File: config.mk
export PLATFORM = sky130hd
export DESIGN_NAME = ctrl_pipe_chain_flat
export DESIGN_NICKNAME = d
export VERILOG_FILES = /design/src/rtl/ctrl_pipe_chain_pkg.sv /design/src/rtl/ctrl_pipe_chain_if.sv /design/src/rtl/ctrl_pipe_chain_stage.sv /design/src/rtl/ctrl_pipe_chain.sv /design/src/flat_wrapper.sv
export SDC_FILE = /design/constraint.sdc
export NUM_CORES = 1
export LEC_CHECK = 0
export CORE_UTILIZATION = 49
export CTS_CLUSTER_SIZE = 16
export DETAILED_ROUTE_END_ITERATION = 8
export MAX_ROUTING_LAYER = met4
export PLACE_DENSITY_LB_ADDON = 0.3
export SKIP_CTS_REPAIR_TIMING = 1
export SLEW_MARGIN = 30
export SYNTH_ARGS = -nofsm -noshare
export SYNTH_HDL_FRONTEND = slang
export SYNTH_SLANG_ARGS = --single-unit
File: constraint.sdc
create_clock -name clk -period 2.65 [get_ports clk]
set_clock_uncertainty 0.2 [all_clocks]
set_input_delay 0.53 -clock clk [delete_from_list [all_inputs] [get_ports clk]]
set_output_delay 0.53 -clock clk [all_outputs]
set_load 0.005 [all_outputs]
File: src/rtl/ctrl_pipe_chain_pkg.sv
// ----------------------------------------------------------------------------
// ctrl_pipe_pkg
// Shared types for the decoded-control pipeline chain.
//   ctrl_t      : decoded control word carried from decode into later stages
//   CTRL_W      : width of ctrl_t in bits
//   CTRL_BUBBLE : the all-zero control word (no side effects)
// ----------------------------------------------------------------------------
package ctrl_pipe_pkg;

  typedef struct packed {
    logic       reg_wr;      // integer register file write
    logic       wr_en;       // data memory write
    logic       rd_en;       // data memory read
    logic [1:0] wb_sel;      // writeback source select
    logic       csr_reg_wr;  // CSR write
    logic       csr_reg_rd;  // CSR read
    logic       is_mret;     // return from machine trap
  } ctrl_t;

  localparam int    CTRL_W      = $bits(ctrl_t);
  localparam ctrl_t CTRL_BUBBLE = ctrl_t'({CTRL_W{1'b0}});

endpackage

File: src/rtl/ctrl_pipe_chain_if.sv
// ----------------------------------------------------------------------------
// ctrl_pipe_chain_if
// Bus bundle of the control pipeline chain.
//   master : drives in_ctrl/in_valid/stall/flush/cnt_clr, observes the stages
//   slave  : the chain itself
// Signals:
//   in_ctrl   WIDTH         control word entering stage 0
//   in_valid  1             in_ctrl is a real instruction
//   stall     STAGES        bit i: stage i must not advance
//   flush     STAGES        bit i: stage i is killed
//   cnt_clr   1             synchronous clear of both event counters
//   out_ctrl  STAGES*WIDTH  stage i at [i*WIDTH +: WIDTH]
//   out_valid STAGES        per-stage valid
//   stall_cnt CNT_W         cycles with any stall bit set (saturating)
//   flush_cnt CNT_W         cycles with any flush bit set (saturating)
// ----------------------------------------------------------------------------
interface ctrl_pipe_chain_if
  import ctrl_pipe_pkg::*;
#(
  parameter int WIDTH  = CTRL_W,
  parameter int STAGES = 2,
  parameter int CNT_W  = 16
);

  logic [WIDTH-1:0]        in_ctrl;
  logic                    in_valid;
  logic [STAGES-1:0]       stall;
  logic [STAGES-1:0]       flush;
  logic                    cnt_clr;
  logic [STAGES*WIDTH-1:0] out_ctrl;
  logic [STAGES-1:0]       out_valid;
  logic [CNT_W-1:0]        stall_cnt;
  logic [CNT_W-1:0]        flush_cnt;

  modport master (
    output in_ctrl, in_valid, stall, flush, cnt_clr,
    input  out_ctrl, out_valid, stall_cnt, flush_cnt
  );

  modport slave (
    input  in_ctrl, in_valid, stall, flush, cnt_clr,
    output out_ctrl, out_valid, stall_cnt, flush_cnt
  );

endinterface

File: src/rtl/ctrl_pipe_chain_stage.sv
// ----------------------------------------------------------------------------
// ctrl_pipe_stage
// One register stage of the control chain.
//   clk, reset   : clock, asynchronous active-low reset
//   d, d_valid   : upstream control word and its valid
//   hold         : keep current contents (this or a downstream stage stalled)
//   load_bubble  : upstream is held, so nothing advances into this stage
//   flush        : kill this stage (beats hold)
//   q, q_valid   : registered stage contents
// ----------------------------------------------------------------------------
module ctrl_pipe_stage #(
  parameter int               WIDTH      = 8,
  parameter logic [WIDTH-1:0] BUBBLE_VAL = '0
) (
  input  logic             clk,
  input  logic             reset,
  input  logic [WIDTH-1:0] d,
  input  logic             d_valid,
  input  logic             hold,
  input  logic             load_bubble,
  input  logic             flush,
  output logic [WIDTH-1:0] q,
  output logic             q_valid
);

  logic [WIDTH-1:0] q_r;
  logic             q_valid_r;

  // Stage register: flush > hold > bubble-in > advance.
  always_ff @(posedge clk or negedge reset) begin
    if (!reset) begin
      q_r       <= BUBBLE_VAL;
      q_valid_r <= 1'b0;
    end else if (flush) begin
      q_r       <= BUBBLE_VAL;
      q_valid_r <= 1'b0;
    end else if (hold) begin
      q_r       <= q_r;
      q_valid_r <= q_valid_r;
    end else if (load_bubble || !d_valid) begin
      // An invalid slot always carries BUBBLE_VAL so no stale control leaks.
      q_r       <= BUBBLE_VAL;
      q_valid_r <= 1'b0;
    end else begin
      q_r       <= d;
      q_valid_r <= 1'b1;
    end
  end

  assign q       = q_r;
  assign q_valid = q_valid_r;

endmodule

File: src/rtl/ctrl_pipe_chain.sv
// ----------------------------------------------------------------------------
// ctrl_pipe_chain
// STAGES-deep chain of decoded-control registers with per-stage valid, stall
// and flush, automatic bubble insertion, and saturating stall/flush counters.
//   clk    : rising-edge clock
//   reset  : asynchronous active-low reset
//   bus    : ctrl_pipe_chain_if.slave (inputs, stage outputs, counters)
// ----------------------------------------------------------------------------
module ctrl_pipe_chain
  import ctrl_pipe_pkg::*;
#(
  parameter int               WIDTH      = CTRL_W,
  parameter int               STAGES     = 2,
  parameter logic [WIDTH-1:0] BUBBLE_VAL = '0,
  parameter int               CNT_W      = 16
) (
  input  logic             clk,
  input  logic             reset,
  ctrl_pipe_chain_if.slave bus
);

  localparam logic [CNT_W-1:0] CNT_ONE = CNT_W'(1);

  logic [STAGES-1:0] hold_s;
  logic [WIDTH-1:0]  q_s [STAGES];
  logic [STAGES-1:0] q_valid_s;
  logic              any_stall_s;
  logic              any_flush_s;
  logic [CNT_W-1:0]  stall_cnt_r;
  logic [CNT_W-1:0]  flush_cnt_r;

  // Hold chain: a stall anywhere downstream freezes every upstream stage.
  always_comb begin
    hold_s = {STAGES{1'b0}};
    hold_s[STAGES-1] = bus.stall[STAGES-1];
    for (int i = STAGES - 2; i >= 0; i--) begin
      hold_s[i] = bus.stall[i] | hold_s[i+1];
    end
  end

  assign any_stall_s = |bus.stall;
  assign any_flush_s = |bus.flush;

  for (genvar g = 0; g < STAGES; g++) begin : g_stage
    logic [WIDTH-1:0] d_s;
    logic             d_valid_s;
    logic             load_bubble_s;

    if (g == 0) begin : g_head
      assign d_s           = bus.in_ctrl;
      assign d_valid_s     = bus.in_valid;
      assign load_bubble_s = 1'b0;
    end else begin : g_body
      assign d_s           = q_s[g-1];
      assign d_valid_s     = q_valid_s[g-1];
      // Upstream is frozen, so this stage receives a bubble.
      assign load_bubble_s = hold_s[g-1];
    end

    ctrl_pipe_stage #(
      .WIDTH      (WIDTH),
      .BUBBLE_VAL (BUBBLE_VAL)
    ) u_stage (
      .clk         (clk),
      .reset       (reset),
      .d           (d_s),
      .d_valid     (d_valid_s),
      .hold        (hold_s[g]),
      .load_bubble (load_bubble_s),
      .flush       (bus.flush[g]),
      .q           (q_s[g]),
      .q_valid     (q_valid_s[g])
    );
  end

  // Pack the registered stage contents onto the bus.
  always_comb begin
    bus.out_ctrl = {(STAGES*WIDTH){1'b0}};
    for (int i = 0; i < STAGES; i++) begin
      bus.out_ctrl[i*WIDTH +: WIDTH] = q_s[i];
    end
  end

  assign bus.out_valid = q_valid_s;

  // Saturating event counters; clear beats an increment in the same cycle.
  always_ff @(posedge clk or negedge reset) begin
    if (!reset) begin
      stall_cnt_r <= {CNT_W{1'b0}};
      flush_cnt_r <= {CNT_W{1'b0}};
    end else if (bus.cnt_clr) begin
      stall_cnt_r <= {CNT_W{1'b0}};
      flush_cnt_r <= {CNT_W{1'b0}};
    end else begin
      if (any_stall_s && !(&stall_cnt_r)) begin
        stall_cnt_r <= stall_cnt_r + CNT_ONE;
      end else begin
        stall_cnt_r <= stall_cnt_r;
      end
      if (any_flush_s && !(&flush_cnt_r)) begin
        flush_cnt_r <= flush_cnt_r + CNT_ONE;
      end else begin
        flush_cnt_r <= flush_cnt_r;
      end
    end
  end

  assign bus.stall_cnt = stall_cnt_r;
  assign bus.flush_cnt = flush_cnt_r;

endmodule

File: src/flat_wrapper.sv
// flat-port wrapper written by rule: the top's interface ports become plain ports
module ctrl_pipe_chain_flat import ctrl_pipe_pkg::*;
#(
  parameter int               WIDTH      = CTRL_W,
  parameter int               STAGES     = 2,
  parameter logic [WIDTH-1:0] BUBBLE_VAL = '0,
  parameter int               CNT_W      = 16
)
  (clk, reset, bus_in_ctrl, bus_in_valid, bus_stall, bus_flush, bus_cnt_clr, bus_out_ctrl, bus_out_valid, bus_stall_cnt, bus_flush_cnt);
  ctrl_pipe_chain_if #(.WIDTH(WIDTH), .STAGES(STAGES), .CNT_W(CNT_W)) bus_i ();
  input  logic clk;
  input  logic reset;
  input wire logic [$bits(bus_i.in_ctrl)-1:0] bus_in_ctrl;
  input wire logic [$bits(bus_i.in_valid)-1:0] bus_in_valid;
  input wire logic [$bits(bus_i.stall)-1:0] bus_stall;
  input wire logic [$bits(bus_i.flush)-1:0] bus_flush;
  input wire logic [$bits(bus_i.cnt_clr)-1:0] bus_cnt_clr;
  output wire logic [$bits(bus_i.out_ctrl)-1:0] bus_out_ctrl;
  output wire logic [$bits(bus_i.out_valid)-1:0] bus_out_valid;
  output wire logic [$bits(bus_i.stall_cnt)-1:0] bus_stall_cnt;
  output wire logic [$bits(bus_i.flush_cnt)-1:0] bus_flush_cnt;
  assign bus_i.in_ctrl = bus_in_ctrl;
  assign bus_i.in_valid = bus_in_valid;
  assign bus_i.stall = bus_stall;
  assign bus_i.flush = bus_flush;
  assign bus_i.cnt_clr = bus_cnt_clr;
  assign bus_out_ctrl = bus_i.out_ctrl;
  assign bus_out_valid = bus_i.out_valid;
  assign bus_stall_cnt = bus_i.stall_cnt;
  assign bus_flush_cnt = bus_i.flush_cnt;
  ctrl_pipe_chain #(.WIDTH(WIDTH), .STAGES(STAGES), .BUBBLE_VAL(BUBBLE_VAL), .CNT_W(CNT_W)) u_core (.clk(clk), .reset(reset), .bus(bus_i));
endmodule
# Yosys cells after proc, flatten, opt, wreduce, memory -nomap -nowiden

Index checks and enable logic that the tools add are counted.

Flip-flop bits (word level): 50
Memories kept: 0
Bits in read-only memories: 0
Output and inout bits: 50
Input port bits: 16
Memory bits (writable): 0
Latch bits: 0
Logic and storage cells: 39

Div/mod/pow operators: 0
Multiply operators: 0
Bitwise logic cells: 1
Add/subtract/negate cells: 2
Reductions and logical operators: 12
Equality and inequality tests: 2
Multiplexer cells: 16
Order comparisons: 0
Shift operators: 0

Operators with widths:

| cell                                                             | number |
|---|---|
| 16-bit two-way mux                                               | 4 |
| 8-bit two-way mux                                                | 6 |
| 16-bit by 1-bit adder with 16-bit output (second input constant) | 2 |
| 16-bit AND reduction                                             | 2 |
| 1-bit two-way mux                                                | 6 |
| 2-bit nonzero test                                               | 2 |
| 2-bit OR reduction                                               | 2 |
| 1-bit zero test                                                  | 3 |
| 1-bit logical AND                                                | 2 |
| 2-bit by 1-bit != test with 1-bit output (second input constant) | 1 |
| 2-bit != test (second input constant)                            | 1 |
| 1-bit logical OR                                                 | 1 |
| 1-bit bitwise OR                                                 | 1 |

# Depth between registers and ports, before layout

Gate-level depths: netlist of the first run.

Depth in word-level cells: 5
Depth in mapped cells: 6
Mapped depth without buffers: 5

# Cells and area by module

Synthesis of the first run repeated with hierarchy kept, for this count alone.

Cells, all modules: 280
Area total of the unflattened synthesis: 2751.4 µm²

Modules (own cells, without submodules):

| module          | times used | sequential area each (µm²) | area an instance (µm²) | cells an instance |
|---|---|---|---|---|
| ctrl_pipe_chain | 1          | 800.8                      | 1915.6                 | 204 |
| ctrl_pipe_stage | 2          | 225.2                      | 417.9                  | 38 |

# Worst setup path before layout of the first run

OpenSTA, ideal clock, no wires.

Path kind: register -> register
Start point: register u_core.flush_cnt_r[0] (netlist: u_core.bus.flush_cnt[0])
End point: register u_core.flush_cnt_r[1] (netlist: u_core.bus.flush_cnt[1])
Clock period less this slack: 1.921 ns
Buffers on the path: 1
Data required time: 2.321 ns
Setup slack: 0.729 ns
Stages on the path, launching flop included: 7
Library setup time: 0.129 ns
Arrival time: 1.592 ns
Cell sequence: dfrtp_1 ha_1 nand4_2 o41ai_2 buf_4 mux2i_1 nor2_1

Cells in the longest elaborated chain, start to end: 4
Elaborated cells on any way between the ends: 7
Those cells by class: 1 x add/sub; 2 x mux; 4 x reduce/logical

RTL lines:

| element                                                                          | RTL line               | text |
|---|---|---|
| start: declaration                                                               | ctrl_pipe_chain.sv:30  | `logic [CNT_W-1:0] flush_cnt_r;` |
| start signal: assignment                                                         | ctrl_pipe_chain.sv:90  | `flush_cnt_r <= {CNT_W{1'b0}};` |
| start signal: assignment                                                         | ctrl_pipe_chain.sv:93  | `flush_cnt_r <= {CNT_W{1'b0}};` |
| start signal: assignment                                                         | ctrl_pipe_chain.sv:101 | `flush_cnt_r <= flush_cnt_r + CNT_ONE;` |
| branches (longest 4 deep; another with 16-bit by 1-bit adder with 16-bit output) | n/a                    |  |

Parallel ways; which one is timed is not known. The select of a mux whose other input is x is not followed.
A chain may end at the register's enable or synchronous reset.

# Worst setup path in the final report of the first run

Start point: input port bus_stall[1]
End point: register u_core.stall_cnt_r[14] (netlist: u_core.bus.stall_cnt[14])

Cells in the longest elaborated chain, start to end: 3

RTL lines:

| element                      | RTL line              | text |
|---|---|---|
| start: declaration           | flat_wrapper.sv:15    | `input wire logic [$bits(bus_i.stall)-1:0] bus_stall;` |
| 2-bit OR reduction           | ctrl_pipe_chain.sv:41 | `assign any_stall_s = \|bus.stall;` |
| 1-bit logical AND            | ctrl_pipe_chain.sv:95 | `if (any_stall_s && !(&stall_cnt_r)) begin` |
| 2-bit nonzero test (no line) | n/a                   |  |
| end signal: assignment       | ctrl_pipe_chain.sv:92 | `stall_cnt_r <= {CNT_W{1'b0}};` |
| end signal: assignment       | ctrl_pipe_chain.sv:96 | `stall_cnt_r <= stall_cnt_r + CNT_ONE;` |
| end signal: assignment       | ctrl_pipe_chain.sv:98 | `stall_cnt_r <= stall_cnt_r;` |
| end: declaration             | ctrl_pipe_chain.sv:29 | `logic [CNT_W-1:0] stall_cnt_r;` |

No other way between the ends.

==> impl_metrics.env, run 1 <==
export IMPL_synthArstFlopShare_pct=100
export IMPL_crit_type="primary input to flop"
export IMPL_ios=66
export IMPL_critPathCaptureType="flop"
export IMPL_num_vias=2265
export IMPL_p_per_area_nw_per_um2=429
export IMPL_rrSetupSlack_ns=0.50
export IMPL_finalMaxSlewViolations=0
export IMPL_place_ws_ns=0.158
export IMPL_ys_seq_area_share_pct=48.1
export IMPL_grt_pass1_vias=2087
export IMPL_fmax_mhz=455
export IMPL_swShare_pct=23.5
export IMPL_syn_area_um2=2600
export IMPL_synth_cell_types=51
export IMPL_portBuffers=65
export IMPL_synth_fp_nets=274
export IMPL_wl_um=6020
export IMPL_drive_gt1_share_pct=11.4
export IMPL_path_max_fanout=5
export IMPL_place_area_um2=3310
export IMPL_routedWlPerCell_um=15.3
export IMPL_p_seq_share_pct=53.8
export IMPL_clk_path_buf_depth=2
export IMPL_dr_first_iter_drc_count=90
export IMPL_critPathRequiredTime_ns=2.69
export IMPL_htree_levels=2
export IMPL_first_pass_iters=4
export IMPL_stdcell_area_um2=3420
export IMPL_dp_hpwl_um=4290
export IMPL_leakage_uw=0.00142
export IMPL_fin_crit_ns=2.20
export IMPL_clk_latency_ns=0.30
export IMPL_die_area_um2=5600
export IMPL_slew_headroom_pct=58.4
export IMPL_finalSetupViolations=0
export IMPL_max_stage_delay_ns=0.58
export IMPL_clk_pin_slew_ns=0.09
export IMPL_nets=341
export IMPL_cts_sinks=50
export IMPL_stdcell_count=394
export IMPL_die_w_um=74.8
export IMPL_p_clk_share_pct=37.0
export IMPL_synth_edf_count=0
export IMPL_grt_max_degree=51
export IMPL_fin_tns_setup_ns=0
export IMPL_combPwrFrac_pct=9.2
export IMPL_yosys_warnings=0
export IMPL_grt_pass1_wl_um=9940
export IMPL_syn2layout_area_growth_pct=31.8
export IMPL_core_area_um2=5110
export IMPL_gp_congestion=0.791
export IMPL_antenna_found_initial=0
export IMPL_grt_overflow_total=0
export IMPL_p_sw_uw=346
export IMPL_outcome="completed"
export IMPL_crit_chain="clkdlybuf4s50_1, o21a_1, nand4_4, or4b_1, a21oi_1"
export IMPL_ys_ff_latch=50
export IMPL_postSynthCellCount=256
export IMPL_ir_worst_vdd_v=0.000260
export IMPL_hold_violations=0
export IMPL_syn_area_per_cell_um2=10.2
export IMPL_cap_viol_max_count=0
export IMPL_critPathBufInv=1
export IMPL_crit_slowest_cell="clkdlybuf4s50_1"
export IMPL_rsz0062_at_grt="no"
export IMPL_cp_start_kind="primary input"
export IMPL_dp_cells=386
export IMPL_insertedDiodeCount=0
export IMPL_finalCritPeriodShare_pct=82.9
export IMPL_intPower_uw=1120
export IMPL_critPathTopFamily="simple AND/OR/NAND/NOR gates"
export IMPL_ant_nets=0
export IMPL_drc=0
export IMPL_worst_pin_slew_ns=0.623
export IMPL_die_y_um=74.8
export IMPL_initial_utilization_pct=50.9
export IMPL_synth_main_ff_cell="dfrtp_1"
export IMPL_routed_via_density=5.75
export IMPL_setup_ws_ns=0.452
export IMPL_numCtsBuffers=5
export IMPL_cts_tree="done"
export IMPL_hp_class="primary input to asynchronous set/reset pin"
export IMPL_fp_row_count=26
export IMPL_track_usage_pct=23.7
export IMPL_cp_arrival_ns=2.23
export IMPL_ctsRootBufferMaster="clkbuf_8"
[flip-flops by register name, indices dropped and copies added, names as in the netlist]
| name | cells |
|---|---|
| u_core.g_stage.u_stage.q | 16 |
| u_core.bus.flush_cnt | 16 |
| u_core.g_stage.u_stage.q_valid | 2 |
| u_core.bus.stall_cnt | 16 |
[final cells by class]
type | instances | area (um2)
clock buffers | 5 | 68.8
clock inverters | 3 | 45.0
fillers | 437 | 1680
inverters | 5 | 18.8
multi-input cells | 187 | 1240
flip-flops and latches | 50 | 1250
well taps | 70 | 87.6
repair buffers | 74 | 713
[per-layer routing]
| metal | GRT usage [%] | up-vias | part of all wire, % | routed length (um) |
|---|---|---|---|---|
| li1 | - | 1087 | - | - |
| met3 | 4.15 | 6 | 4.1 | 249 |
| met1 | 32.2 | 1117 | 46 | 2780 |
| met5 | - | - | 0 | 0 |
| met2 | 37.5 | 55 | 49 | 2930 |
| met4 | 5.03 | 0 | 0.88 | 53 |
[cell usage after synthesis (all sizes together), types with 7 or more instances]
cell    instances  share of area (%)
a21oi          29                5.7
a22o            8                2.7
clkbuf          7                1.4
dfrtp          50                 48
nand2          21                3.0
nand3          19                3.7
nand4           7                3.6
nor2           13                1.9
o21ai          14                2.7
o31ai           8                2.3
or3             9                2.3
or4             7                2.0
[power by group through the flow]
stage,logic [uW],clock network (uW),registers (uW)
2_1_floorplan,54.1,0,805
3_3_place_gp,134,0,806
3_5_place_dp,136,0,806
4_1_cts,137,556,791
5_1_grt,151,585,794
6_report,135,543,791
[metrics by stage]
stage | utilization (%) | hold slack (ns) | total power [uW]
detailed placement | 64.8 | 0.282 | 942
floorplan | - | 0.0344 | 859
global placement | 64.8 | 0.262 | 940
CTS | 67.1 | 0.144 | 1480
global route | 67.1 | 0.179 | 1530
finish | 67.1 | 0.120 | 1470
[cell families (layout without fill, tap and decap cells)]
group	Yosys count	after routing	share of synthesized area, %
multiplexers	9	9	3.71
flip-flops	50	50	48.1
XOR/XNOR	1	1	0.337
AO/OA/AOI/OAI	70	70	17.1
AND/OR/NAND/NOR	105	105	25.6
buffers and inverters	19	87	4.14
adder cells (fa/ha/maj)	2	2	0.963
[worst paths after layout]
check	startpoint	end	cells past startpoint
setup / recovery	bus_stall[1]	u_core.bus.stall_cnt[14]$_DFFE_PN0P_	5
hold reg to reg	u_core.g_stage[1].u_stage.q_valid$_DFFE_PN0P_	u_core.g_stage[1].u_stage.q_valid$_DFFE_PN0P_	1
min in group clk	u_core.g_stage[1].u_stage.q_valid$_DFFE_PN0P_	u_core.g_stage[1].u_stage.q_valid$_DFFE_PN0P_	1
hold / removal	reset	u_core.g_stage[1].u_stage.q[2]$_DFFE_PN0P_	2
max in group asynchronous	reset	u_core.bus.flush_cnt[7]$_DFFE_PN0P_	2
setup reg to reg	u_core.bus.flush_cnt[0]$_DFFE_PN0P_	u_core.bus.flush_cnt[11]$_DFFE_PN0P_	5
[cells in the final DEF, fill, tap and decap left out, drive strengths merged, types with 3 or more instances in the layout]
master and count:
a21oi 29, a22o 8, buf 10, clkbuf 5, clkdlybuf4s50 64, dfrtp 50
inv 5, mux2 5, mux2i 4, nand2 21, nand2b 3, nand3 19
nand4 7, nor2 13, nor2b 6, nor4 6, o21ai 14, o31ai 8
or3 9, or4 7
(Power assumes the default switching activity.)
==> run 2: changes to the inputs <==
Clock period 2.65 ns to 2.25 ns, I/O delays scaled along.
==> run 2 against run 1 <==
  * Sequential cell count is the same
  * Non-clock buffer count grew 17
  * Die area is the same
  * Sequential power grew 17%
  * Cell count grew 4.3%
  * Critical path type is now flop to flop
  * Power grew 12%
  * Via count grew 3.2%
  * Global-route usage shrank 0.77 points
  * Largest cell class unchanged
  * Sequential share of layout area shrank 1.3 points
==> impl_metrics.env, run 2 (synthesized netlist as in run 1, its figures left out) <==
export IMPL_grt_pass1_wl_um=9670
export IMPL_htree_levels=2
export IMPL_leakage_uw=0.00152
export IMPL_gp_congestion=0.850
export IMPL_antenna_found_initial=0
export IMPL_numCtsBuffers=5
export IMPL_fp_row_count=26
export IMPL_die_area_um2=5600
export IMPL_r2r_cells=5
export IMPL_fin_tns_setup_ns=0
export IMPL_critPathCaptureType="flop"
export IMPL_die_w_um=74.8
export IMPL_post_route_util_pct=69.6
export IMPL_dr_first_iter_drc_count=145
export IMPL_num_vias=2337
export IMPL_grt_overflow_total=0
export IMPL_p_clk_share_pct=32.8
export IMPL_insertedDiodeCount=0
export IMPL_routedWlPerCell_um=14.7
export IMPL_cts_sinks=50
export IMPL_finalCritPeriodShare_pct=92.2
export IMPL_cp_start_kind="flop"
export IMPL_syn2layout_area_growth_pct=36.8
export IMPL_core_area_um2=5110
export IMPL_clk_pin_slew_ns=0.10
export IMPL_critPathRequiredTime_ns=2.24
export IMPL_nets=358
export IMPL_grt_max_degree=51
export IMPL_ctsRootBufferMaster="clkbuf_8"
export IMPL_p_per_area_nw_per_um2=462
export IMPL_cp_arrival_ns=2.06
export IMPL_grt_pass1_vias=2066
export IMPL_rsz0062_at_grt="no"
export IMPL_path_max_fanout=7
export IMPL_max_stage_delay_ns=0.47
export IMPL_fmax_mhz=482
export IMPL_hp_class="primary input to asynchronous set/reset pin"
export IMPL_cts_tree="done"
export IMPL_p_seq_share_pct=56.5
export IMPL_initial_utilization_pct=50.9
export IMPL_outcome="completed"
export IMPL_hold_violations=0
export IMPL_ant_nets=0
export IMPL_clk_latency_ns=0.30
export IMPL_r2r_end="u_core.bus.stall_cnt[0]$_DFFE_PN0P_"
export IMPL_slew_headroom_pct=54.0
export IMPL_dp_cells=403
export IMPL_dp_hpwl_um=4340
export IMPL_crit_slowest_cell="dfrtp_1"
export IMPL_fillCellCount=399
export IMPL_swShare_pct=25.4
export IMPL_routed_via_density=5.69
export IMPL_worst_pin_slew_ns=0.688
export IMPL_fin_crit_ns=2.08
export IMPL_wl_um=6040
export IMPL_ios=66
export IMPL_finalMaxSlewViolations=0
export IMPL_clk_path_buf_depth=2
export IMPL_p_sw_uw=417
export IMPL_rrSetupSlack_ns=0.17
export IMPL_crit_type="flop to flop"
export IMPL_finalSetupViolations=0
export IMPL_portBuffers=65
export IMPL_crit_chain="ha_1, nand3_1, nor4_4, a21oi_2, mux2_1"
export IMPL_drive_gt1_share_pct=15.8
export IMPL_stdcell_count=411
export IMPL_ir_worst_vdd_v=0.000311
export IMPL_layout_commonest_cell="clkdlybuf4s50_1"
export IMPL_r2r_start="u_core.bus.stall_cnt[0]$_DFFE_PN0P_"
export IMPL_intPower_uw=1230
export IMPL_drc=0
export IMPL_track_usage_pct=23.0
export IMPL_cap_viol_max_count=0
export IMPL_place_ws_ns=-0.0771
export IMPL_combPwrFrac_pct=10.7
export IMPL_first_pass_iters=4
export IMPL_setup_ws_ns=0.175
export IMPL_die_y_um=74.8
export IMPL_mostFrequentLayoutCells="64 x clkdlybuf4s50_1, 50 x dfrtp_1, 28 x a21oi_1, 25 x buf_4, 21 x nand2_1"
-- run 2: cell count changes in the layout (fill, tap and decap cells not counted) --
cell,previous run,this run
buf_4,9,25
buf_12,0,1
bufinv_16,1,0
clkinv_4,0,1
clkinvlp_4,2,1
inv_6,0,1
o41ai_2,1,0
o41ai_4,0,1
-- run 2: power by group through the flow --
stage | clock network [uW] | logic (uW) | registers (uW)
after floorplan | 0 | 63.7 | 948
after global placement | 0 | 171 | 946
after detailed placement | 0 | 175 | 947
after CTS | 557 | 176 | 929
after global routing | 584 | 195 | 932
final | 539 | 176 | 929
-- run 2: final cells by class --
class	count	area (um2)	share of cell area, %
clock inverters	3	25.0	0.704
clock buffers	5	68.8	1.94
well taps	70	87.6	2.46
flip-flops and latches	50	1250	35.2
repair buffers	91	853	24.0
inverters	5	18.8	0.528
multi-input cells	187	1250	35.2
-- run 2: worst max-delay path, delay by kind of cell, from the launching register on --
family	cells	cell delay [ns]
compound gates	1	0.16
fa+ha+maj	1	0.28
flops	1	0.47
mux	1	0.34
simple gates	2	0.51
-- run 2: stage by stage --
| step | hold slack, ns | cell area, um2 | power (uW) |
|---|---|---|---|
| 2_1_floorplan | -0.0456 | 2600 | 1010 |
| 3_3_place_gp | 0.261 | 3450 | 1120 |
| 3_5_place_dp | 0.265 | 3450 | 1120 |
| 4_1_cts | 0.0601 | 3540 | 1660 |
| 5_1_grt | 0.0857 | 3560 | 1710 |
| 6_report | 0.0214 | 3560 | 1640 |
-- run 2: worst max-delay path by stage --
stage | start | end | slack [ns] | depth (start not counted)
floorplan | u_core.bus.flush_cnt[0]$_DFFE_PN0P_ | u_core.bus.flush_cnt[1]$_DFFE_PN0P_ | 0.33 | 6
global placement | bus_stall[1] | u_core.bus.stall_cnt[14]$_DFFE_PN0P_ | -0.005 | 5
detailed placement | bus_stall[1] | u_core.bus.stall_cnt[14]$_DFFE_PN0P_ | -0.08 | 5
CTS | u_core.bus.flush_cnt[0]$_DFFE_PN0P_ | u_core.bus.flush_cnt[1]$_DFFE_PN0P_ | -0.04 | 5
global route | u_core.bus.stall_cnt[0]$_DFFE_PN0P_ | u_core.bus.stall_cnt[0]$_DFFE_PN0P_ | 0.01 | 5
finish | u_core.bus.stall_cnt[0]$_DFFE_PN0P_ | u_core.bus.stall_cnt[0]$_DFFE_PN0P_ | 0.17 | 5
-- run 2: layer usage --
metal	GRT usage, %	wire [um]
met1	30.4	2710
met2	37.3	2990
met3	3.21	319
met4	5.66	22
met5	-	0
==> run 3: changes to the inputs <==
--- a/config.mk
+++ b/config.mk
@@ -7,2 +7,3 @@
 export LEC_CHECK = 0
+export ABC_CLOCK_PERIOD_IN_PS = 2250
 export CORE_UTILIZATION = 49
--- a/constraint.sdc
+++ b/constraint.sdc
@@ -4,2 +4,2 @@
 set_output_delay 0.45 -clock clk [all_outputs]
-set_load 0.005 [all_outputs]
+set_load 0.01 [all_outputs]
==> results of run 3 <==
Same layout as run 2 (identical final DEF). Status: completed.
Among the figures that moved: total power 1640 uW -> 1650 uW
